$ cat src/rtl/cipher_pkg.sv
// Shared types and helpers for the Caesar cipher engine.
package cipher_pkg;

  typedef enum logic [1:0] {
    LOAD  = 2'd0,
    SHIFT = 2'd1,
    OUT   = 2'd2
  } state_e;

  localparam int DEF_ALPHA = 26;
  localparam int DEF_SYM_W = 5;

  // Pointer width for an n-entry range; never narrower than one bit.
  function automatic int ptr_w(input int n);
    return (n <= 1) ? 1 : $clog2(n);
  endfunction

endpackage

$ cat src/rtl/cipher_mod_shift.sv
// Combinational modular add/subtract of one symbol, with illegal-symbol flag.
// Optional subtract path: CIPHER_DECRYPT_EN.
module cipher_mod_shift
  import cipher_pkg::*;
#(
  parameter int ALPHA = DEF_ALPHA,
  parameter int SYM_W = DEF_SYM_W
) (
  input  logic [SYM_W-1:0] sym,
  input  logic [SYM_W-1:0] shift,
  input  logic             dec,
  output logic [SYM_W-1:0] res,
  output logic             illegal
);

  localparam logic [SYM_W:0] ALPHA_X = (SYM_W+1)'(ALPHA);

  logic [SYM_W:0] sum;

`ifndef CIPHER_DECRYPT_EN
  logic unused_dec;
  assign unused_dec = dec;
`endif

  // One extra bit holds the carry (encrypt) or the borrow sign (decrypt).
  always_comb begin
    illegal = ({1'b0, sym} >= ALPHA_X);
    sum     = {1'b0, sym} + {1'b0, shift};
    if (sum >= ALPHA_X) sum = sum - ALPHA_X;
`ifdef CIPHER_DECRYPT_EN
    if (dec) begin
      sum = {1'b0, sym} - {1'b0, shift};
      if (sum[SYM_W]) sum = sum + ALPHA_X;
    end
`endif
    res = illegal ? sym : sum[SYM_W-1:0];
  end

endmodule

$ cat src/rtl/caesar_cipher_engine.sv
// Buffered Caesar cipher: LOAD a message, SHIFT it in place, stream it OUT.
// Decrypt support is compiled in only with CIPHER_DECRYPT_EN.
module caesar_cipher_engine
  import cipher_pkg::*;
#(
  parameter int MSG_LEN = 6,
  parameter int ALPHA   = DEF_ALPHA,
  parameter int SYM_W   = DEF_SYM_W
) (
  input  logic             clk,
  input  logic             resetn,
  input  logic             in_valid,
  output logic             in_ready,
  input  logic [SYM_W-1:0] in_sym,
  input  logic             in_last,
  input  logic [SYM_W-1:0] shift,
  input  logic             decrypt,
  output logic             out_valid,
  input  logic             out_ready,
  output logic [SYM_W-1:0] out_sym,
  output logic             out_last,
  output logic             busy,
  output logic             err
);

  localparam int PTR_W = ptr_w(MSG_LEN);
  localparam int CNT_W = ptr_w(MSG_LEN + 1);
  localparam logic [CNT_W-1:0] ONE      = CNT_W'(1);
  localparam logic [CNT_W-1:0] LAST_IDX = CNT_W'(MSG_LEN - 1);
  localparam logic [SYM_W:0]   ALPHA_X  = (SYM_W+1)'(ALPHA);

  state_e state_q, state_d;

  logic [SYM_W-1:0] sym_buf [MSG_LEN];
  logic [CNT_W-1:0] wr_ptr, sh_ptr, rd_ptr, len_r, len_m1;
  logic [SYM_W-1:0] shift_r, sh_res;
  logic [SYM_W:0]   shift_red;
  logic             sh_illegal, acc, first_acc, end_load, out_hs;

  assign acc       = (state_q == LOAD) && in_valid;
  assign first_acc = acc && (wr_ptr == '0);
  assign end_load  = acc && (in_last || (wr_ptr == LAST_IDX));
  assign len_m1    = len_r - ONE;
  assign out_hs    = (state_q == OUT) && out_ready;
  // Single conditional subtraction; shifts of 2*ALPHA or more are not folded.
  assign shift_red = ({1'b0, shift} >= ALPHA_X) ? {1'b0, shift} - ALPHA_X
                                                : {1'b0, shift};

`ifdef CIPHER_DECRYPT_EN
  logic dec_r;
  // Direction is latched with the first symbol, like the shift amount.
  always_ff @(posedge clk) begin
    if (!resetn)        dec_r <= 1'b0;
    else if (first_acc) dec_r <= decrypt;
  end
`else
  logic dec_r, unused_decrypt;
  assign dec_r          = 1'b0;
  assign unused_decrypt = decrypt;
`endif

  cipher_mod_shift #(.ALPHA(ALPHA), .SYM_W(SYM_W)) u_mod_shift (
    .sym     (sym_buf[sh_ptr[PTR_W-1:0]]),
    .shift   (shift_r),
    .dec     (dec_r),
    .res     (sh_res),
    .illegal (sh_illegal)
  );

  // State register.
  always_ff @(posedge clk) begin
    if (!resetn) state_q <= LOAD;
    else         state_q <= state_d;
  end

  // Next-state decode.
  always_comb begin
    state_d = state_q;
    case (state_q)
      LOAD:    if (end_load) state_d = SHIFT;
      SHIFT:   if (sh_ptr == len_m1) state_d = OUT;
      OUT:     if (out_hs && out_last) state_d = LOAD;
      default: state_d = LOAD;
    endcase
  end

  // Buffer, pointers and per-message configuration.
  always_ff @(posedge clk) begin
    if (!resetn) begin
      for (int i = 0; i < MSG_LEN; i++) sym_buf[i] <= '0;
      wr_ptr  <= '0;
      sh_ptr  <= '0;
      rd_ptr  <= '0;
      len_r   <= '0;
      shift_r <= '0;
      err     <= 1'b0;
    end else begin
      case (state_q)
        LOAD: if (acc) begin
          sym_buf[wr_ptr[PTR_W-1:0]] <= in_sym;
          wr_ptr <= wr_ptr + ONE;
          if (first_acc) begin
            shift_r <= shift_red[SYM_W-1:0];
            err     <= 1'b0;
          end
          if (end_load) len_r <= wr_ptr + ONE;
        end
        SHIFT: begin
          sym_buf[sh_ptr[PTR_W-1:0]] <= sh_res;
          if (sh_illegal) err <= 1'b1;
          sh_ptr <= (sh_ptr == len_m1) ? '0 : sh_ptr + ONE;
        end
        OUT: if (out_ready) begin
          if (out_last) begin
            rd_ptr <= '0;
            wr_ptr <= '0;
            sh_ptr <= '0;
          end else begin
            rd_ptr <= rd_ptr + ONE;
          end
        end
        default: ;
      endcase
    end
  end

  // Outputs decoded from registered state only.
  always_comb begin
    in_ready  = (state_q == LOAD);
    busy      = (state_q != LOAD);
    out_valid = (state_q == OUT);
    out_sym   = out_valid ? sym_buf[rd_ptr[PTR_W-1:0]] : '0;
    out_last  = out_valid && (rd_ptr == len_m1);
  end

endmodule

$ cat config.mk
export PLATFORM = sky130hd
export DESIGN_NAME = caesar_cipher_engine
export DESIGN_NICKNAME = d
export VERILOG_FILES = /design/src/rtl/cipher_pkg.sv /design/src/rtl/cipher_mod_shift.sv /design/src/rtl/caesar_cipher_engine.sv
export SDC_FILE = /design/constraint.sdc
export NUM_CORES = 1
export LEC_CHECK = 0
export ABC_AREA = 1
export BUFFER_PORTS_ARGS = -buffer_cell sky130_fd_sc_hd__buf_2
export CORE_ASPECT_RATIO = 1.25
export CORE_MARGIN = 1
export CORE_UTILIZATION = 63
export CTS_BUF_LIST = sky130_fd_sc_hd__clkbuf_4 sky130_fd_sc_hd__clkbuf_8
export DETAILED_ROUTE_END_ITERATION = 16
export PLACE_DENSITY = 0.91
export SLEW_MARGIN = 10
export SYNTH_ARGS = -nofsm -noshare
export SYNTH_HDL_FRONTEND = slang
export SYNTH_SLANG_ARGS = --single-unit
$ cat constraint.sdc
create_clock -name clk -period 3.36 [get_ports clk]
set_input_delay 0.168 -clock clk [delete_from_list [all_inputs] [get_ports clk]]
set_output_delay 0.168 -clock clk [all_outputs]
set_load 0.03 [all_outputs]
# Word level (Yosys, flattened, before mapping)
# Memory sizes are Yosys's and may differ from the RTL's. A register that Yosys moved wholly into a read port is not among the register bits.
# Cells that the tools add are included.
# W data, S select, Z words.
[totals]
regBits = 20
word_cells = 90
ramBits = 30
in_bits = 16
memories = 1
output_inout_bits = 10
[classes]
reduce_logical = 22
n_addsub = 7
n_lt_le_gt_ge = 3
n_eq_ne = 13
muxes = 37
[memory_table]
columns = ["name", "depth", "width", "read_ports", "rd_clocked_by_memory_dff", "write_ports", "line", "source"]
rows = [
  ["sym_buf", 6, 5, 2, 2, 6, "caesar_cipher_engine.sv:34", "logic [SYM_W-1:0] sym_buf [MSG_LEN];"],
]
[ops]
columns = ["op", "n"]
rows = [
  ["$mux W3", 11],
  ["$mux W5", 6],
  ["$mux W1", 13],
  ["$ne A2 B1 Y1 const B", 6],
  ["$pmux W3 S2", 2],
  ["$reduce_and A3 Y1", 4],
  ["$ge A5 B5 Y1 const B", 2],
  ["$reduce_or A5 Y1", 2],
  ["$sub A5 B5 Y5 const B", 2],
  ["$add A3 B1 Y3 const B", 3],
  ["$reduce_and A4 Y1", 2],
  ["$reduce_bool A2 Y1", 4],
  ["$add A5 B5 Y6", 1],
  ["$eq A3 B3 Y1", 2],
  ["$ge A6 B5 Y1 const B", 1],
  ["$logic_and A1 B1 Y1", 6],
  ["$mux W2", 3],
  ["$pmux W2 S3", 1],
  ["$ne A2 B2 Y1 const B", 2],
  ["$eq A3 B3 Y1 const B", 1],
  ["$logic_not A3 Y1", 1],
  ["$sub A3 B1 Y3 const B", 1],
  ["$eq A2 B1 Y1 const B", 1],
  ["$eq A2 B2 Y1 const B", 1],
  ["4 further kinds", 4],
]

# Longest topological paths before layout
# Gate-level depths: netlist (run 1).
[logic_depth]
word_depth = 9
depth_mapped = 23

# Modules after synthesis
# From an unflattened synthesis (run 1), not the netlist that was laid out.
[hier_totals]
cells_unflattened = 506
area_unflattened_um2 = 3896.2
[modules_own_cells]
columns = ["mod", "area_per_inst_um2", "n_inst", "cells_per_inst"]
rows = [
  ["caesar_cipher_engine", 3515.9, 1, 440],
  ["cipher_mod_shift", 380.4, 1, 66],
]

# Worst setup path before layout (run 1)
# No wires, ideal clock.
[synth_timing]
path_type = "reg-to-reg"
start = "register (tool-made name)"
end = "memory sym_buf[5][1] (netlist name) (data pin)"
slack_ns = 0.662
required_time_ns = 3.095
setup_ns = 0.265
arrival_time_ns = 2.433
path_stages_with_launch = 22
cell_sequence = "dfxtp_1 buf_6 buf_2 nor2_1 nor2_1 o21ai_0 nand2_1 o21ai_0 inv_1 ha_1 inv_1 fa_1 inv_1 or2_2 nand2_1 nand2_1 nand3_1 nand2_1 nand2_1 nand3_1 nand2_2 nand2_1"
[synth_lines]
columns = ["element", "line"]
rows = [
  ["to (decl)", "caesar_cipher_engine.sv:34"],
]

==> impl_metrics.ini, run 1 <==
[timing]
slew_headroom_pct = 41.2
setup_viol = 0
rsz0062_at_grt = false
fin_tns_setup_ns = 0
slew_viol_final = 0
fin_worst_skew_ns = 0.00513
fin_crit_sh_pct = 92.3
worst_pin_slew_ns = 0.879
whs_ns = 0.0848
period_needed_ns = 3.10
fmax_ghz = 0.322
hold_violations = 0

[clock_tree]
postCtsSetupRepairBufs = 0
htree_levels = 3
path_clk_slew_ns = 0.07
insertion_delay_ns = 0.35
cts_resized = 0
cts_root_buf = clkbuf_8
cts.hold.buffers_added = 0
cts_buffers = 9
tritoncts = built
clockBufferDepth = 2
cts_sinks = 66

[critical_path]
critPathRequiredTime_ns = 3.44
crit_path_max_fanout = 8
worst_setup_path_start_kind = flop
end_kind = flop
crit_arrival_ns = 3.19
path_class = reg2reg

[yosys]
synth-seq-cells = 66
ys_warn_count = 0
synth_cell_types = 35
synth_area_um2 = 3980
ys_seq_area_share_pct = 43.3
synthCells = 513
syn-num-nets = 543
synth_area_per_cell_um2 = 7.76

[floorplan]
rows = 32
start_util_pct = 65.0
dieArea_um2 = 6640
core_area_um2 = 6130
io_pins = 26
die_h_um = 90.9
die_w_um = 73.1

[min_path]
hp-start = shift[0]
hp-class = in2reg

[placement]
numPortBuffers = 24
place_hpwl_um = 6930
routabilityCongestion = 0.930

[status]
status = finished clean

[layout]
seq_area_um2 = 1720
drive_gt1_share_pct = 13.9
num-fill-cells = 484
nets = 572
num_antenna_cells = 0
areaGrowthSynthToFinish_pct = 10.1
multi_input_area_um2 = 1830

[pwr]
p_leak_nw = 2.03
ir_drop_mv = 0.308
power_w = 0.00203
power_density_nw_per_um2 = 464

[drt]
vias = 3602
ant_nets = 0
via_per_inst = 5.70
drc = 0
wirelength_um = 9430
first_pass_iters = 5
wl_per_cell_um = 14.9
drt_iter0_drc = 375

[grt]
track_usage_pct = 30.7
grt_max_degree = 24
grt_pass1_vias = 3411
grt_pass1_wl_um = 15300
grt_remaining_overflow = 0
antenna_found_initial = 0

[job]
cap_violations = 0
==> final cells by class <==
class                   count  area share (%)
inverters                  92            8.05
multi-input cells         343            41.9
flip-flops and latches     66            39.3
clock inverters             6            1.46
repair buffers             30            3.77
clock buffers              10            3.14
well taps                  85            2.43
==> per-stage QoR <==
step	util (%)	cells	worst slack (ns)	cell area, um^2
floorplan	-	513	0.662	3980
global placement	68.2	616	0.389	4180
detailed placement	68.2	616	0.342	4180
CTS	71.5	632	0.319	4380
global route	71.5	632	0.00801	4380
finish	71.5	632	0.258	4380
==> flip-flops by register name, indices dropped and copies added (netlist names), named ones only <==
register and count:
err 1, len_r 3, rd_ptr 3, sh_ptr 3, shift_r 5, state_q 2, sym_buf 40, wr_ptr 3
==> power by group <==
| group | switching, W | internal [W] | total, W |
|---|---|---|---|
| sequential | 0.0000264 | 0.000908 | 0.000935 |
| clock | 0.000318 | 0.000364 | 0.000682 |
| combinational | 0.000276 | 0.000140 | 0.000416 |
==> cells by family after synthesis <==
kind of cell / count (synthesis) / share of synthesized area, %
simple gates: 207 / 23.6
compound gates: 114 / 16.2
buf+inv: 104 / 10.7
flops: 66 / 43.3
fa+ha+maj: 14 / 4.59
xor+xnor: 8 / 1.76
==> per-layer routing <==
layer / global-route usage (%) / routed length (um) / share of wire, % / vias to the layer above
met3: 5.92 / 701 / 7.4 / 39
met5: 0 / 0 / 0 / -
met4: 15.7 / 384 / 4.1 / 0
met1: 35.2 / 3550 / 38 / 1643
li1: - / - / - / 1751
met2: 53.1 / 4790 / 51 / 169
==> worst max-delay path, cell delays in order (launching register included) <==
cell and delay, ns:
dfxtp_1 0.31, inv_1 0.28, nor2_1 0.09, o21ai_0 0.08
nand2_1 0.08, o21ai_0 0.28, inv_1 0.09, ha_1 0.20
inv_1 0.07, fa_1 0.15, inv_1 0.05, or2_2 0.26
nand2_1 0.11, nand2_1 0.09, nand3_1 0.17, nand2_1 0.11
nand2_1 0.08, nand3_1 0.08, nand2_2 0.14, nand2_1 0.12
==> cells in the mapped netlist <==
cell	instances	share of area, %
nand2_1	114	11
inv_1	85	8.0
a21oi_1	61	7.7
nand3_1	53	6.7
edfxtp_1	40	30
o21ai_0	35	4.4
dfxtp_1	26	13
nor2_1	18	1.7
ha_1	13	4.1
a31oi_1	7	1.1
clkbuf_1	6	0.57
nand2_2	6	0.94
xor2_1	5	1.1
inv_2	4	0.38
nor2_2	4	0.63
buf_2	3	0.38
buf_6	3	0.85
inv_4	3	0.47
nor2_4	3	0.85
xnor2_1	3	0.66
a211oi_1	2	0.38
nand3_2	2	0.50
nor3_1	2	0.25
o211ai_1	2	0.38
o21bai_1	2	0.38
o22ai_4	2	1.0
a31o_2	1	0.22
fa_1	1	0.50
nand2_4	1	0.28
nand3b_1	1	0.19
nor2_8	1	0.50
o21ai_2	1	0.22
o21ai_4	1	0.41
or2_1	1	0.16
or2_2	1	0.16
==> cell usage in the layout (no fill, tap or decap), types with 2 or more instances in the layout <==
cell / n
nand2_1: 114
inv_1: 85
a21oi_1: 61
nand3_1: 53
edfxtp_1: 40
o21ai_0: 35
dfxtp_1: 26
buf_2: 24
nor2_1: 18
ha_1: 13
clkbuf_8: 10
a31oi_1: 7
nand2_2: 6
buf_4: 6
xor2_1: 5
inv_4: 4
nor2_2: 4
inv_2: 4
nor2_4: 3
xnor2_1: 3
o211ai_1: 2
o21bai_1: 2
nand3_2: 2
o22ai_4: 2
nor3_1: 2
a211oi_1: 2
clkinv_2: 2
==> final timing paths <==
path,end,slack [ns],depth (start not counted)
max reg2reg,sym_buf[5][3],0.26,19
min reg2reg,len_r[1],0.48,2
min,shift_r[0],0.08,3
max,sym_buf[5][3],0.26,19
Note: power is estimated with default switching activity, not from simulation.
==> inputs of run 2 (changes only) <==
--- a/config.mk
+++ b/config.mk
@@ -9,10 +9,10 @@
 export BUFFER_PORTS_ARGS = -buffer_cell sky130_fd_sc_hd__buf_2
 export CORE_ASPECT_RATIO = 1.25
 export CORE_MARGIN = 1
-export CORE_UTILIZATION = 63
+export CORE_UTILIZATION = 57
 export CTS_BUF_LIST = sky130_fd_sc_hd__clkbuf_4 sky130_fd_sc_hd__clkbuf_8
 export DETAILED_ROUTE_END_ITERATION = 16
-export PLACE_DENSITY = 0.91
+export PLACE_DENSITY = 0.88
 export SLEW_MARGIN = 10
 export SYNTH_ARGS = -nofsm -noshare
 export SYNTH_HDL_FRONTEND = slang
==> constraint.sdc (replaced) <==
create_clock -name clk -period 2.6 [get_ports clk]
set_input_delay 0.13 -clock clk [delete_from_list [all_inputs] [get_ports clk]]
set_output_delay 0.13 -clock clk [all_outputs]
set_load 0.03 [all_outputs]
==> run 2 against run 1 <==
Compared with the run above:
- the run now ends with setup timing left
- final area is 12% higher
- worst hold slack got worse by 0.038 ns
- clock skew up 0.0039 ns
- count of clock-buffer cells in the layout fell by 1
- fmax up 8.3%
- critical path depth increased by 3
- combinational power grew 98%
- routed wire length grew 21%
- setup slack worse by 0.52 ns
- non-clock buffer count increased by 22
- critical endpoint is now sym_buf[0][2]
==> impl_metrics.ini, run 2 (same netlist as run 1, synthesis figures left out) <==
[status]
status = finished with violations
violations = setup timing

[critical_path]
critPathRequiredTime_ns = 2.69
crit_arrival_ns = 2.95
end_kind = flop
path_class = reg2reg
crit_path_max_fanout = 7
worst_setup_path_start_kind = flop

[grt]
grt_pass1_wl_um = 17600
grt_use_met3_pct = 5.74
top_usage_layer = met2
track_usage_pct = 31.7
grt_max_degree = 24
grtUsageMet2_pct = 58.0
grt_pass1_vias = 3802
use_met1_pct = 32.4
grt_remaining_overflow = 0
antenna_found_initial = 0

[layout]
num_antenna_cells = 0
final_area_um2 = 4920
layout_common_cells = nand2_1 (96), inv_1 (81), a21oi_1 (47)
nets = 594
areaGrowthSynthToFinish_pct = 23.6
final_common_cell = nand2_1
drive_gt1_share_pct = 27.2
largest_reg_flops = 40
largest_registers = sym_buf: 40 flops, shift_r: 5 flops
largest-register = sym_buf
num-fill-cells = 470

[clock_tree]
clockBufferDepth = 2
cts.hold.buffers_added = 0
cts_root_buf = clkbuf_8
tritoncts = built
cts_sinks = 66
htree_levels = 3
cts_buffers = 9
path_clk_slew_ns = 0.08
insertion_delay_ns = 0.35

[placement]
routabilityCongestion = 0.887
numPortBuffers = 24
place_hpwl_um = 7520
place_area_um2 = 4350

[timing]
setup_viol = 32
fmax_ghz = 0.349
timing.final.ws_setup_ns = -0.263
rsz0062_at_grt = true
fin_worst_skew_ns = 0.00907
worst_pin_slew_ns = 0.567
hold_violations = 0
fin_crit_sh_pct = 110
slew_headroom_pct = 62.1
slew_viol_final = 0
period_needed_ns = 2.86
whs_ns = 0.0473

[drt]
via_per_inst = 5.92
wl_per_cell_um = 17.4
drc = 0
drt_iter0_drc = 266
first_pass_iters = 6
vias = 3881
wirelength_um = 11400
ant_nets = 0

[floorplan]
rows = 33
dieArea_um2 = 7320
io_pins = 26
die_h_um = 95.4
die_w_um = 76.7
core_area_um2 = 6650
start_util_pct = 59.9

[job]
cap_violations = 0

[pwr]
ir_drop_mv = 0.521
p_leak_nw = 2.20
power_density_nw_per_um2 = 613

[min_path]
hp-class = in2reg
## run 2: cell count changes in the layout (fill, tap and decap cells not counted), moves of 4 or more
cell,delta
o21ai_0,-4
a21oi_1,-14
inv_2,+4
ha_4,+4
nand3_2,+9
nand2_2,+9
nand2_1,-18
ha_1,-4
a21oi_2,+12
buf_4,+18
nand3_1,-12
inv_1,-4
nand2_4,+8
## run 2: cell type report
class	count	area (um^2)	share of cell area (%)
Clock buffer	9	124	2.52
Clock inverter	7	101	2.06
Inverter	92	353	7.17
Multi-Input combinational cell	343	2150	43.7
Sequential cell	66	1730	35.1
Tap cell	87	109	2.21
Timing Repair Buffer	52	354	7.20
## run 2: repair_timing
item,in CTS,in global routing
gates cloned,0,0
gates resized for setup,55,24
pin swaps,18,14
buffers inserted,2,4
setup endpoints to repair,32,32
## run 2: metal layers
metal	wire length, um	share of wire [%]
met2	5690	50
met4	784	6.9
met5	0	0
met1	4070	36
met3	887	7.8
## run 2: metrics by stage
stage                     power [W]  utilization [%]  TNS (ns)  cells  setup WS [ns]
after floorplan             0.00165                -         0    513        0.00988
after global placement      0.00179             65.4     -3.52    635         -0.149
after detailed placement    0.00182             65.4     -6.03    635         -0.247
after CTS                   0.00288             71.9     -1.02    652        -0.0543
after global routing        0.00312             74.0    -10.69    656         -0.372
final                       0.00302             74.0     -7.47    656         -0.263
## run 2: power breakdown
part	internal [W]	total, W	switching, W	leakage, nW
logic	0.000306	0.000825	0.000519	1.48
clock network	0.000545	0.000975	0.000429	0.106
registers	0.00117	0.00122	0.0000419	0.614
## run 2: critical path: stages (launching register included)
cell     delay, ns
dfxtp_4       0.41
buf_4         0.12
nor2_2        0.03
nor2_1        0.14
o21ai_1       0.11
nand2_1       0.09
o21ai_2       0.08
inv_2         0.08
ha_4          0.14
inv_2         0.04
fa_2          0.33
inv_2         0.08
nand2_4       0.06
nand2_2       0.06
nand2_1       0.05
nand2_1       0.08
nand2_2       0.09
nand3_4       0.11
nand2_4       0.08
nand2_2       0.09
nand3_2       0.09
nand2_4       0.13
a21oi_1       0.08
## run 2: worst paths after layout
check | from | endpoint | slack, ns | cells after the start
worst min register to register | err | err | 0.48 | 2
worst max-delay path | flop | sym_buf[0][2] | -0.26 | 22
worst max register to register | flop | sym_buf[0][2] | -0.26 | 22
worst min-delay path | shift[4] | shift_r[4] | 0.05 | 3
==> inputs of run 3 (changes only) <==
--- a/config.mk
+++ b/config.mk
@@ -12,6 +12,7 @@
 export CORE_UTILIZATION = 57
 export CTS_BUF_LIST = sky130_fd_sc_hd__clkbuf_4 sky130_fd_sc_hd__clkbuf_8
 export DETAILED_ROUTE_END_ITERATION = 16
+export GPL_TIMING_DRIVEN = 0
 export PLACE_DENSITY = 0.88
 export SLEW_MARGIN = 10
 export SYNTH_ARGS = -nofsm -noshare
==> run 3 against run 2 <==
Compared with the run above:
- die area did not move
- count of clock-buffer cells in the layout unchanged
- power down 2.6%
- sequential share of layout area rose by 0.54 points
- global-route usage is 1.6 points lower
- critical path depth down 3
- via count fell by 1.8%
- critical path type unchanged
- the flow still finishes with violations (setup timing)
- core utilization fell by 1.1 points
- sequential power barely moved
- clock power rose by 0.4%
- setup slack gained 0.042 ns
- combinational power is 9.7% lower
==> impl_metrics.ini, run 3 (same netlist as run 1, synthesis figures left out) <==
[floorplan]
start_util_pct = 59.9
rows = 33
core_area_um2 = 6650
die_h_um = 95.4
die_w_um = 76.7
io_pins = 26
dieArea_um2 = 7320

[clock_tree]
tritoncts = built
clockBufferDepth = 2
cts_sinks = 66
path_clk_slew_ns = 0.08
htree_levels = 3
cts_root_buf = clkbuf_8
cts.hold.buffers_added = 0
insertion_delay_ns = 0.35
cts_buffers = 9

[critical_path]
critPathRequiredTime_ns = 2.69
path_class = reg2reg
crit_arrival_ns = 2.91
crit_path_max_fanout = 7
end_kind = flop
worst_setup_path_start_kind = flop

[placement]
place_area_um2 = 4230
numPortBuffers = 24
dp_cells = 624
place_hpwl_um = 7190
routabilityCongestion = 0.906
dpl_worst_slack_ns = -0.397

[pwr]
ir_drop_mv = 0.522
p_leak_nw = 2.19
power_density_nw_per_um2 = 606

[layout]
final_area_um2 = 4850
utilization_pct = 72.9
num_antenna_cells = 0
final_common_cell = nand2_1
areaGrowthSynthToFinish_pct = 21.8
stdcell_count = 655
largest_registers = sym_buf: 40 flops, shift_r: 5 flops
nets = 593
layout_common_cells = nand2_1 (98), inv_1 (82), a21oi_1 (45)
largest_reg_flops = 40
largest-register = sym_buf
drive_gt1_share_pct = 25.5

[timing]
hold_violations = 0
period_needed_ns = 2.82
fin_tns_setup_ns = -5.41
fmax_ghz = 0.354
slew_viol_final = 0
timing.final.ws_setup_ns = -0.221
setup_viol = 32
fin_worst_skew_ns = 0.00734
slew_headroom_pct = 54.4
worst_pin_slew_ns = 0.681
fin_crit_sh_pct = 109
rsz0062_at_grt = true

[grt]
track_usage_pct = 30.1
antenna_found_initial = 0
grt_remaining_overflow = 0
grt_pass1_vias = 3629
grt_max_degree = 14
grt_pass1_wl_um = 16600

[drt]
vias = 3811
first_pass_iters = 5
wirelength_um = 10600
ant_nets = 0
wl_per_cell_um = 16.3
drc = 0
drt_iter0_drc = 375
via_per_inst = 5.82

[status]
violations = setup timing
status = finished with violations

[min_path]
hp-class = in2reg

[job]
cap_violations = 0
## run 3: final timing paths
path,start,endpoint,slack [ns],cells past startpoint
worst max-delay path,flop,sym_buf[4][3],-0.22,19
worst min register to register,err,err,0.48,2
worst min-delay path,shift[0],shift_r[0],0.05,3
worst max register to register,flop,sym_buf[4][3],-0.22,19
## run 3: layout make-up
class,instances,area (um^2)
Timing Repair Buffer,40,260
Clock buffer,9,124
Inverter,92,353
Sequential cell,66,1730
Buffer,11,76.3
Fill cell,482,1800
Multi-Input combinational cell,343,2100
Clock inverter,7,100
Tap cell,87,109
## run 3: metrics by stage
step	hold slack, ns	power [W]
after floorplan	0.268	0.00165
after global placement	0.410	0.00176
after detailed placement	0.418	0.00178
after CTS	0.0426	0.00290
after global routing	0.0895	0.00306
final	0.0543	0.00294
## run 3: per-layer routing
layer / vias up / part of all wire (%) / track usage, % / wire length, um
li1: 1797 / - / - / -
met1: 1753 / 37 / 33.6 / 3940
met2: 215 / 50 / 53.5 / 5290
met3: 46 / 8.8 / 5.36 / 932
met4: 0 / 4.6 / 18.4 / 488
met5: - / 0 / 0 / 0
## run 3: what timing repair did
| action | in CTS | in global routing |
|---|---|---|
| buffers inserted | 11 | 4 |
| pin swaps | 16 | 13 |
| resized for setup | 59 | 13 |
| endpoints found under the setup margin | 32 | 32 |
| cloned | 1 | 0 |
## run 3: where the power goes
group	switching (W)	leakage (nW)	internal (W)	total, W
Sequential	0.0000395	0.615	0.00117	0.00121
Clock	0.000432	0.114	0.000548	0.000979
Combinational	0.000465	1.46	0.000279	0.000745
Total	0.000936	2.19	0.00200	0.00294
## run 3: worst max-delay path, cell delays in order (launching register included)
cell and delay, ns:
dfxtp_4 0.44, inv_4 0.08, buf_8 0.13, o21ai_1 0.11, nand2_1 0.09, o21ai_2 0.18, inv_1 0.07, ha_2 0.18
inv_2 0.05, fa_2 0.18, inv_2 0.05, or2_4 0.24, nand2_4 0.08, nand2_2 0.07, nand3_4 0.13, nand2_4 0.07
nand2_2 0.07, nand3_2 0.09, nand2_4 0.16, a21oi_2 0.08
